[src/rtl/instr_fetch_dispatch.sv]
// instr_fetch_dispatch: fetches instructions into IR, presents them to the execute FSMs, and handles NOP/HALT/illegal/timeout
module instr_fetch_dispatch #(
  parameter int          ADDR_W    = 8,
  parameter logic [15:0] SUPPORTED = 16'h003E,
  parameter logic [3:0]  HALT_OP   = 4'hF,
  parameter int          TIMEOUT   = 16
) (
  input  logic              clk,
  input  logic              rst,
  input  logic              start,
  input  logic [ADDR_W-1:0] pc,
  output logic [ADDR_W-1:0] memAddr,
  output logic              memRd,
  input  logic              memReady,
  input  logic [15:0]       memData,
  output logic [15:0]       instruction,
  input  logic              done,
  output logic              pcInc,
  output logic              busy,
  output logic              halted,
  output logic              illegalOp,
  output logic              timeoutErr,
  output logic [15:0]       instrCount
);
  localparam int TW = $clog2(TIMEOUT + 1);
  typedef enum logic [2:0] {IDLE, FETCH, DECODE, EXEC, SKIP, RETIRE, HALT} state_t;
  state_t            state_q, state_d;
  logic [15:0]       ir_q, ir_d, ins_q, ins_d, cnt_q, cnt_d;
  logic [TW-1:0]     timer_q, timer_d;
  logic [ADDR_W-1:0] addr_q, addr_d;
  logic              rd_q, rd_d, pcinc_q, pcinc_d, busy_q, busy_d, halted_q, halted_d;
  logic              ill_q, ill_d, tmo_q, tmo_d;
  logic [3:0]        op;
  logic              expire;
  // next state, IR/timer/count updates, and registered-output values derived from the next state
  always_comb begin
    op       = ir_q[15:12];
    expire   = timer_q == TW'(TIMEOUT - 1);
    state_d  = state_q;
    ir_d     = ir_q;
    timer_d  = timer_q;
    cnt_d    = cnt_q;
    ill_d    = 1'b0;
    tmo_d    = 1'b0;
    case (state_q)
      IDLE:   state_d = start ? FETCH : IDLE;
      FETCH: begin
        ir_d    = memReady ? memData : ir_q;
        state_d = memReady ? DECODE : FETCH;
      end
      DECODE: begin
        state_d = op == HALT_OP ? HALT : (op == 4'd0 || !SUPPORTED[op]) ? SKIP : EXEC;
        ill_d   = op != HALT_OP && op != 4'd0 && !SUPPORTED[op];
        timer_d = '0;
      end
      EXEC: begin
        state_d = (done || expire) ? RETIRE : EXEC;
        cnt_d   = done ? cnt_q + 16'd1 : cnt_q;
        tmo_d   = !done && expire;
        timer_d = (done || expire) ? timer_q : timer_q + TW'(1);
      end
      SKIP: begin
        cnt_d   = cnt_q + 16'(op == 4'd0);
        state_d = RETIRE;
      end
      RETIRE: state_d = FETCH;
      default: state_d = state_q;
    endcase
    rd_d     = state_d == FETCH;
    addr_d   = (state_d == FETCH && state_q != FETCH) ? pc : addr_q;
    ins_d    = state_d == EXEC ? ir_q : '0;
    pcinc_d  = state_d == SKIP;
    busy_d   = state_d != IDLE && state_d != HALT;
    halted_d = state_d == HALT;
  end
  // state and registered outputs, cleared asynchronously by reset
  always_ff @(posedge clk or negedge rst) begin
    if (!rst) begin
      state_q  <= IDLE;
      ir_q     <= '0;
      ins_q    <= '0;
      cnt_q    <= '0;
      timer_q  <= '0;
      addr_q   <= '0;
      rd_q     <= 1'b0;
      pcinc_q  <= 1'b0;
      busy_q   <= 1'b0;
      halted_q <= 1'b0;
      ill_q    <= 1'b0;
      tmo_q    <= 1'b0;
    end else begin
      state_q  <= state_d;
      ir_q     <= ir_d;
      ins_q    <= ins_d;
      cnt_q    <= cnt_d;
      timer_q  <= timer_d;
      addr_q   <= addr_d;
      rd_q     <= rd_d;
      pcinc_q  <= pcinc_d;
      busy_q   <= busy_d;
      halted_q <= halted_d;
      ill_q    <= ill_d;
      tmo_q    <= tmo_d;
    end
  end
  assign memAddr     = addr_q;
  assign memRd       = rd_q;
  assign instruction = ins_q;
  assign pcInc       = pcinc_q;
  assign busy        = busy_q;
  assign halted      = halted_q;
  assign illegalOp   = ill_q;
  assign timeoutErr  = tmo_q;
  assign instrCount  = cnt_q;
endmodule

[config.mk]
export PLATFORM = sky130hd
export DESIGN_NAME = instr_fetch_dispatch
export DESIGN_NICKNAME = d
export VERILOG_FILES = /design/src/rtl/instr_fetch_dispatch.sv
export SDC_FILE = /design/constraint.sdc
export NUM_CORES = 1
export LEC_CHECK = 0
export CAP_MARGIN = 20
export CORE_ASPECT_RATIO = 2
export CORE_MARGIN = 2
export CORE_UTILIZATION = 49
export DETAILED_ROUTE_END_ITERATION = 12
export PLACE_DENSITY = 0.88
export SLEW_MARGIN = 20
export SYNTH_ARGS = -nofsm -noshare
export SYNTH_HDL_FRONTEND = slang
export SYNTH_SLANG_ARGS = --single-unit
[constraint.sdc]
create_clock -name clk -period 2.8 [get_ports clk]
set_input_delay 0.28 -clock clk [delete_from_list [all_inputs] [get_ports clk]]
set_output_delay 0.28 -clock clk [all_outputs]
set_load 0.01 [all_outputs]
# == Word level (Yosys, flattened, before mapping) ==
# Memory sizes are Yosys's and may differ from the RTL's.
# Index checks and enable logic that the tools add are counted.
# totals
register_bits,70
latch_bits,0
mem_bits_rw,0
rom_bits,16
out_inout_bits,46
memories,1
# mem_list
name,words,width,read_ports,rd_ports_with_merged_regs,write_ports,line,source
(no name shown),16,1,1,0,0,53,ill_d = op != HALT_OP && op != 4'd0 && !SUPPORTED[op];
# classes
n_addsub,3
multipliers,0
div_mod_pow,0
n_lt_le_gt_ge,1
n_eq_ne,16
shifts,0
mux,14
bitwise_logic,0
n_reduce_logical,18
# ops
operator,count
$mux 16,2
$pmux 16 s2,1
$pmux 3 s6,1
$add 16x1->16,1
$add 16x1->16 const B,1
$eq 3x3->1 const B,4
$pmux 5 s2,1
$eq 3x2->1 const B,3
$mux 3,3
$eq 3x1->1 const B,2
$reduce_and 2->1,3
$add 5x1->5 const B,1
$eq 5x4->1 const B,1
$logic_and 1x1->1,5
$lt 4x5->1 const B,1
$mux 5,1
$eq 4x4->1 const B,1
$logic_not 4->1,1
$mux 1,4
$ne 2x2->1 const B,2
$ne 4x4->1 const B,1
$reduce_bool 2->1,2
$reduce_bool 4->1,1
$logic_not 3->1,1
other kinds (6),8

# == Longest topological paths before layout ==
# Gate-level depths: netlist of run 1.
# logic_depth
depth_word,9
depth_mapped,9
mapped_depth_nobuf,8

# == Worst setup path before layout of run 1 ==
# No wires, ideal clock.
# synth_timing
path_type,flip-flop to flip-flop
from,register timer_q[0]
to,register ins_q[10] (netlist: instruction[10])
setup_time_ps,88
arrival_time_ps,2116
setup_slack_ps,596
path_stages_with_launch,10
period_less_slack_ps,2204
cell_sequence,dfrtp_1 ha_1 and3_1 ha_1 o21a_1 o22ai_1 or3b_1 buf_2 buf_2 nor3b_1
# synth_via
elab_chain_cells,6
# synth_rtl
item,line,source
"start, declared",29,"logic [TW-1:0] timer_q, timer_d;"
"start signal, assigned",96,timer_q <= timer_d;
$eq 5x4->1,38,expire = timer_q == TW'(TIMEOUT - 1);
$logic_or 1x1->1,57,state_d = (done || expire) ? RETIRE : EXEC;
$mux 3,57,
$pmux 3 s6,45,case (state_q)
$eq 3x2->1,71,ins_d = state_d == EXEC ? ir_q : '0;
$mux 16,71,
net ins_d[10],28,"logic [15:0] ir_q, ir_d, ins_q, ins_d, cnt_q, cnt_d;"
"end signal, assigned",94,ins_q <= ins_d;
"end, declared",28,
# The timed path passes the listed nets, and every way through them passes these cells.
# A chain may end at the register's enable or synchronous reset.

# == Worst setup path after layout of run 1 ==
# layout_timing
from,register timer_q[0]
to,register ins_q[3] (netlist: instruction[3])
# The elaborated chain is that of the path after synthesis.

==> impl_metrics.tcl, run 1 <==
set metrics [dict create \
    core_area_sq_mm 0.00596 \
    finalWirelength_um 6330 \
    cts_root_buf "clkbuf_16" \
    switching_share 0.324 \
    final_cell_mix "clkdlybuf4s50_1, dfrtp_1, mux2_2" \
    worstSetupEndpointType "register" \
    critPathMaxStageDelay_ps 640 \
    drt_iter0_drc 79 \
    rr_worst_depth 7 \
    dp_hpwl_um 4610 \
    grt_start_max_net_pins 43 \
    grt_remaining_overflow 0 \
    cellLeakagePower_nw 1.70 \
    cp.required_ps 3030 \
    synth_enable_flop_cells 0 \
    final_layout_size_suffix_gt1_frac 0.165 \
    drc 0 \
    hold_slack_ps 489 \
    cts_tree "yes" \
    async_flop_share 1.00 \
    power_frac_comb 0.369 \
    final_nets 340 \
    nFillCells 428 \
    power.share.clock 0.237 \
    dieArea_sq_mm 0.00675 \
    critPathArrivalTime_ps 2750 \
    cts.sink_count 70 \
    finalCritPeriodShare 0.900 \
    p_sw_mw 1.42 \
    whs_path_depth 1 \
    avgSynthCellArea_sq_um 13.0 \
    ys_seq_area_frac 0.589 \
    syn_nets 262 \
    cts_max_level 3 \
    cp_num_buf_inv 0 \
    grt_pass1_wl_um 10200 \
    ys_types 43 \
    post_cts_buffers 0 \
    finalSetupViolCount 0 \
    status "finished, final reports clean" \
    antenna_found_initial 0 \
    fin_setup_tns_ps 0 \
    clockBufferDepth 2 \
    grt.total_usage 0.209 \
    r2r-start "timer_q[0]$_DFFE_PN0P_" \
    initial_core_util 0.500 \
    die_w_um 59.1 \
    ir_drop_v 0.000786 \
    internal_power_mw 2.97 \
    grt_pass1_vias 2112 \
    cp.depth 7 \
    insertion_delay_ps 330 \
    synth-seq-cells 70 \
    worstMarginPinSlew_ps 658 \
    cp_slowest_cell "or3b_1" \
    cp-start-kind "register" \
    power_per_cell_area_mw_per_mm2 1080 \
    die_y_um 114 \
    worst-setup-path-type "reg -> reg" \
    n_antenna_cell 0 \
    syn2layout_area_growth_pct 36.2 \
    rows 40 \
    synth_area_sq_mm 0.00298 \
    dr_total_vias 2044 \
    cp_max_fo 17 \
    relSlewSlack 0.560 \
    synthCells 229 \
    io_pins 75 \
    timing.final.hold_violations 0 \
    skew_ps 7.19 \
    layout_commonest_cell "clkdlybuf4s50_1" \
    seqPwrFrac 0.394 \
    post_drt_wl_per_cell_um 17.0 \
    period_needed_ps 2520 \
    rsz0062_at_grt "no" \
    hold_class "reg -> reg" \
    cap_viol_max_count 0 \
    slew_viol_final 0 \
    first_pass_iters 4 \
    ant_nets 0 \
    clk_pin_slew_ps 50 \
    place_congestion 0.822 \
    ys.flop_type "dfrtp_1" \
    cts_buffers 9 \
    yosysWarnings 0 \
    port_buffers 74 \
    startpoint "timer_q[0]$_DFFE_PN0P_" \
    viasPerCell 5.48 \
    critPathMostFrequentCell "ha_1" \
    hold_start "instrCount[15]$_DFFE_PN0P_" \
    timing.fmax_mhz 397 \
    crit_chain "ha_1, and3_1, ha_1, o21a_1, o22ai_1, or3b_1, nor3b_1" \
    cp_top_family "simple AND/OR/NAND/NOR gates" \
]
## worst reg2reg max path: stages, from the launching register on
cell and delay [ps]:
dfrtp_1 420, ha_1 220, and3_1 190, ha_1 240
o21a_1 220, o22ai_1 170, or3b_1 640, nor3b_1 320
## through the flow
step	area, sq um	utilization	setup slack (ps)	cells	total power, mW
3_3_place_gp	3770	0.633	471	358	3.31
4_1_cts	4050	0.680	279	373	4.44
5_1_grt	4050	0.680	160	373	4.64
2_1_floorplan	2980	-	596	229	2.68
6_report	4050	0.680	280	373	4.40
3_5_place_dp	3770	0.633	349	358	3.38
## synthesized netlist by cell type, drive strengths merged (4+ instances only)
cell type	count	area, sq um
dfrtp	70	1750
mux2	25	282
nor3b	19	143
nand2	14	52.6
xnor2	14	123
nor2	10	37.5
buf	7	47.5
nand3	7	35.0
inv	6	22.5
ha	4	50.1
## cells by family (layout without fill, tap and decap cells)
family | count (synthesis) | in the layout | synth area share
AO/OA/AOI/OAI | 18 | 18 | 0.0580
XOR/XNOR | 17 | 17 | 0.0500
adder cells (fa/ha/maj) | 4 | 4 | 0.0168
buffers and inverters | 16 | 97 | 0.0273
flip-flops | 70 | 70 | 0.589
multiplexers | 28 | 28 | 0.105
AND/OR/NAND/NOR | 76 | 76 | 0.154
## flip-flops by register name (all words and copies together), names as in the netlist
name / flops
illegalOp: 1
timeoutErr: 1
memAddr: 8
timer_q: 5
halted: 1
instruction: 16
instrCount: 16
pcInc: 1
busy: 1
ir_q: 16
state_q: 3
memRd: 1
## worst paths after layout
| kind | end | slack (ps) |
|---|---|---|
| max | instruction[3]$_DFF_PN0_ | 280 |
| min | instrCount[15]$_DFFE_PN0P_ | 490 |
| max reg2reg | instruction[3]$_DFF_PN0_ | 280 |
| min reg2reg | instrCount[15]$_DFFE_PN0P_ | 490 |
| max in group asynchronous | memAddr[4]$_DFFE_PN0P_ | 1630 |
| min in group asynchronous | instrCount[9]$_DFFE_PN0P_ | 510 |
## area by class of cell
cell class                      count  area, sq um  area share
Inverter                            6         22.5     0.00556
Multi-Input combinational cell    143         1150       0.284
Clock buffer                       13          270      0.0667
Tap cell                           63         78.8      0.0195
Clock inverter                      1         5.00     0.00123
Sequential cell                    70         1750       0.432
Timing Repair Buffer               77          773       0.191
## what timing repair did
| action | 4_1_cts | 5_1_grt |
|---|---|---|
| setup endpoints to repair | 0 | 0 |
| hold buffers | 1 | 0 |
| resized for setup | 0 | 0 |
| endpoints found under the hold margin | 28 | 0 |
## layer usage
layer  wire (um)  global-route usage
met2        3670               0.374
met5           0                   0
met1        2260               0.218
met3         263              0.0531
met4         138               0.100
## power by group through the flow
stage / Sequential, mW / Clock, mW / Combinational, mW
after global placement: 1.72 / 0 / 1.59
after CTS: 1.73 / 1.06 / 1.65
after global routing: 1.78 / 1.10 / 1.76
after detailed placement: 1.74 / 0 / 1.64
after floorplan: 1.70 / 0 / 0.974
final: 1.73 / 1.04 / 1.62
Power figures use the tool's default switching activity.
==> inputs of run 2 (changes only) <==
- ABC_AREA: unset -> 1
- CORE_MARGIN: 2 -> unset
- CORE_UTILIZATION: 49 -> 50
==> run 2 against run 1 <==
Effect of this change:
- final area increased by 4.5%
- total power decreased by 51%
- synthesized cell count increased by 42%
- register-to-register slack improved by 210 ps
- sequential share of layout area decreased by 1.9 points
==> impl_metrics.tcl, run 2 <==
set metrics [dict create \
    status "finished, final reports clean" \
    dp_hpwl_um 4870 \
    rsz0062_at_grt "no" \
    avgSynthCellArea_sq_um 9.71 \
    syn2layout_area_growth_pct 34.2 \
    viasPerCell 5.10 \
    async_flop_share 1.00 \
    cp_slowest_cell "dfrtp_1" \
    yosysTopAreaCellShare 0.555 \
    skew_ps 5.30 \
    critPathArrivalTime_ps 2510 \
    port_buffers 74 \
    yosysWarnings 0 \
    worstSetupEndpointType "register" \
    r2r-start "state_q[0]$_DFF_PN0_" \
    finalWirelength_um 6800 \
    hold_class "in -> async" \
    reg2reg_slack_ps 490 \
    antenna_found_initial 0 \
    cp_max_fo 8 \
    n_antenna_cell 0 \
    grt_remaining_overflow 0 \
    r2r-end "instrCount[14]$_DFFE_PN0P_" \
    first_pass_iters 6 \
    ys.flop_type "dfrtp_1" \
    die_w_um 58.2 \
    design_area_sq_mm 0.00424 \
    cts_buffers 9 \
    grt_start_max_net_pins 71 \
    cp-start-kind "register" \
    dieArea_sq_mm 0.00665 \
    synthCells 325 \
    timing.fmax_mhz 432 \
    cp.required_ps 3000 \
    initial_core_util 0.521 \
    ctsHoldBuffers 0 \
    clockBufferDepth 2 \
    ys_seq_area_frac 0.555 \
    ant_nets 0 \
    synth_area_sq_mm 0.00316 \
    fin_setup_tns_ps 0 \
    rr_worst_depth 11 \
    cts_max_level 3 \
    core_area_sq_mm 0.00606 \
    post_drt_wl_per_cell_um 13.8 \
    finalCritPeriodShare 0.826 \
    dr_total_vias 2509 \
    place_congestion 0.970 \
    place_area_sq_mm 0.00394 \
    final_layout_size_suffix_gt1_frac 0.115 \
    post_cts_buffers 0 \
    critPathMaxStageDelay_ps 600 \
    synth-seq-cells 70 \
    ys_types 32 \
    cellLeakagePower_nw 2.05 \
    grt.total_usage 0.233 \
    clk_pin_slew_ps 50 \
    relSlewSlack 0.424 \
    period_needed_ps 2310 \
    ys_top_cells_by_area "dfrtp_1, nand2_1, inv_1" \
    timing.final.hold_violations 0 \
    die_y_um 114 \
    grt_pass1_vias 2623 \
    worstMarginPinSlew_ps 863 \
    rows 40 \
    slew_viol_final 0 \
    drc 0 \
    drt_iter0_drc 135 \
    post_cts_resized 0 \
    yosysTopAreaCell "dfrtp_1" \
    cp_num_buf_inv 2 \
    cts.sink_count 70 \
    finalSetupViolCount 0 \
    worst-setup-path-type "reg -> reg" \
    power_mw 2.17 \
    critPathMostFrequentCell "o21ai_0" \
    cts_tree "yes" \
    grt_pass1_wl_um 11700 \
    cap_viol_max_count 0 \
    ir_drop_v 0.000398 \
    crit_chain "nor2_1, nand2_1, inv_1, o21ai_0, ha_1, ha_1, inv_1, nor3_1, a21oi_1, o21ai_0, o21ai_0" \
    final_cell_mix "nand2_1, clkdlybuf4s50_1, dfrtp_1" \
    synth_most_common_cell "nand2_1" \
    final_nets 436 \
    synth_enable_flop_cells 0 \
    syn_nets 358 \
    io_pins 75 \
    insertion_delay_ps 330 \
    power_per_cell_area_mw_per_mm2 513 \
    cp_top_family "flip-flops" \
    synth_common_cells "nand2_1, dfrtp_1, inv_1" \
    cts_root_buf "clkbuf_16" \
    hold_slack_ps 143 \
]
run 2: cell types whose count changed in the layout (fill, tap and decap cells not counted), sizes merged, moves of 20 or more:
cell / change
inv: +32
mux2: -25
nand2: +62
nor2: +21
nor3: +20
o21ai: +23
run 2: cell families after synthesis:
logic type                 share of synthesized area
and+or+nand+nor                                0.271
buffers and inverters                         0.0646
adders and majority gates                     0.0159
AOI/OAI and AO/OA                             0.0634
DFF                                            0.555
xor gates and xnor gates                      0.0305
run 2: how the worst max path moves through the flow:
stage                            endpoint  slack (ps)  cells past startpoint                 start
2_1_floorplan  instrCount[12]$_DFFE_PN0P_         930                     12  ir_q[14]$_DFFE_PN0P_
3_3_place_gp   instrCount[12]$_DFFE_PN0P_         670                     13  state_q[0]$_DFF_PN0_
3_5_place_dp   instrCount[12]$_DFFE_PN0P_         570                     13  state_q[0]$_DFF_PN0_
4_1_cts        instrCount[12]$_DFFE_PN0P_         520                     13  state_q[0]$_DFF_PN0_
5_1_grt        instrCount[14]$_DFFE_PN0P_         180                     11  state_q[0]$_DFF_PN0_
6_report       instrCount[14]$_DFFE_PN0P_         490                     11  state_q[0]$_DFF_PN0_
run 2: area by class of cell:
type                            instances  area, sq um
Clock buffer                           10          229
Clock inverter                          6         62.6
Fill cell                             448         1820
Inverter                               38          143
Multi-Input combinational cell        209         1200
Sequential cell                        70         1750
Tap cell                               84          105
Timing Repair Buffer                   75          743
run 2: metal layers:
| layer | GRT usage | vias to the layer above | share of wire |
|---|---|---|---|
| met5 | 0 | - | 0 |
| met4 | 0.113 | 0 | 0.027 |
| met3 | 0.0621 | 17 | 0.040 |
| met2 | 0.412 | 76 | 0.56 |
| met1 | 0.250 | 1203 | 0.37 |
| li1 | - | 1213 | - |
run 2: through the flow:
stage / worst slack (ps) / cells / util
finish: 487 / 492 / 0.699
global route: 182 / 492 / 0.699
CTS: 520 / 492 / 0.699
detailed placement: 568 / 476 / 0.651
global placement: 674 / 476 / 0.651
floorplan: 929 / 325 / -
run 2: where the power goes:
group	total [mW]	switching (mW)	internal (mW)
Sequential	1.02	0.00117	1.01
Clock	1.09	0.409	0.685
Combinational	0.0640	0.0281	0.0359
Total	2.17	0.438	1.74
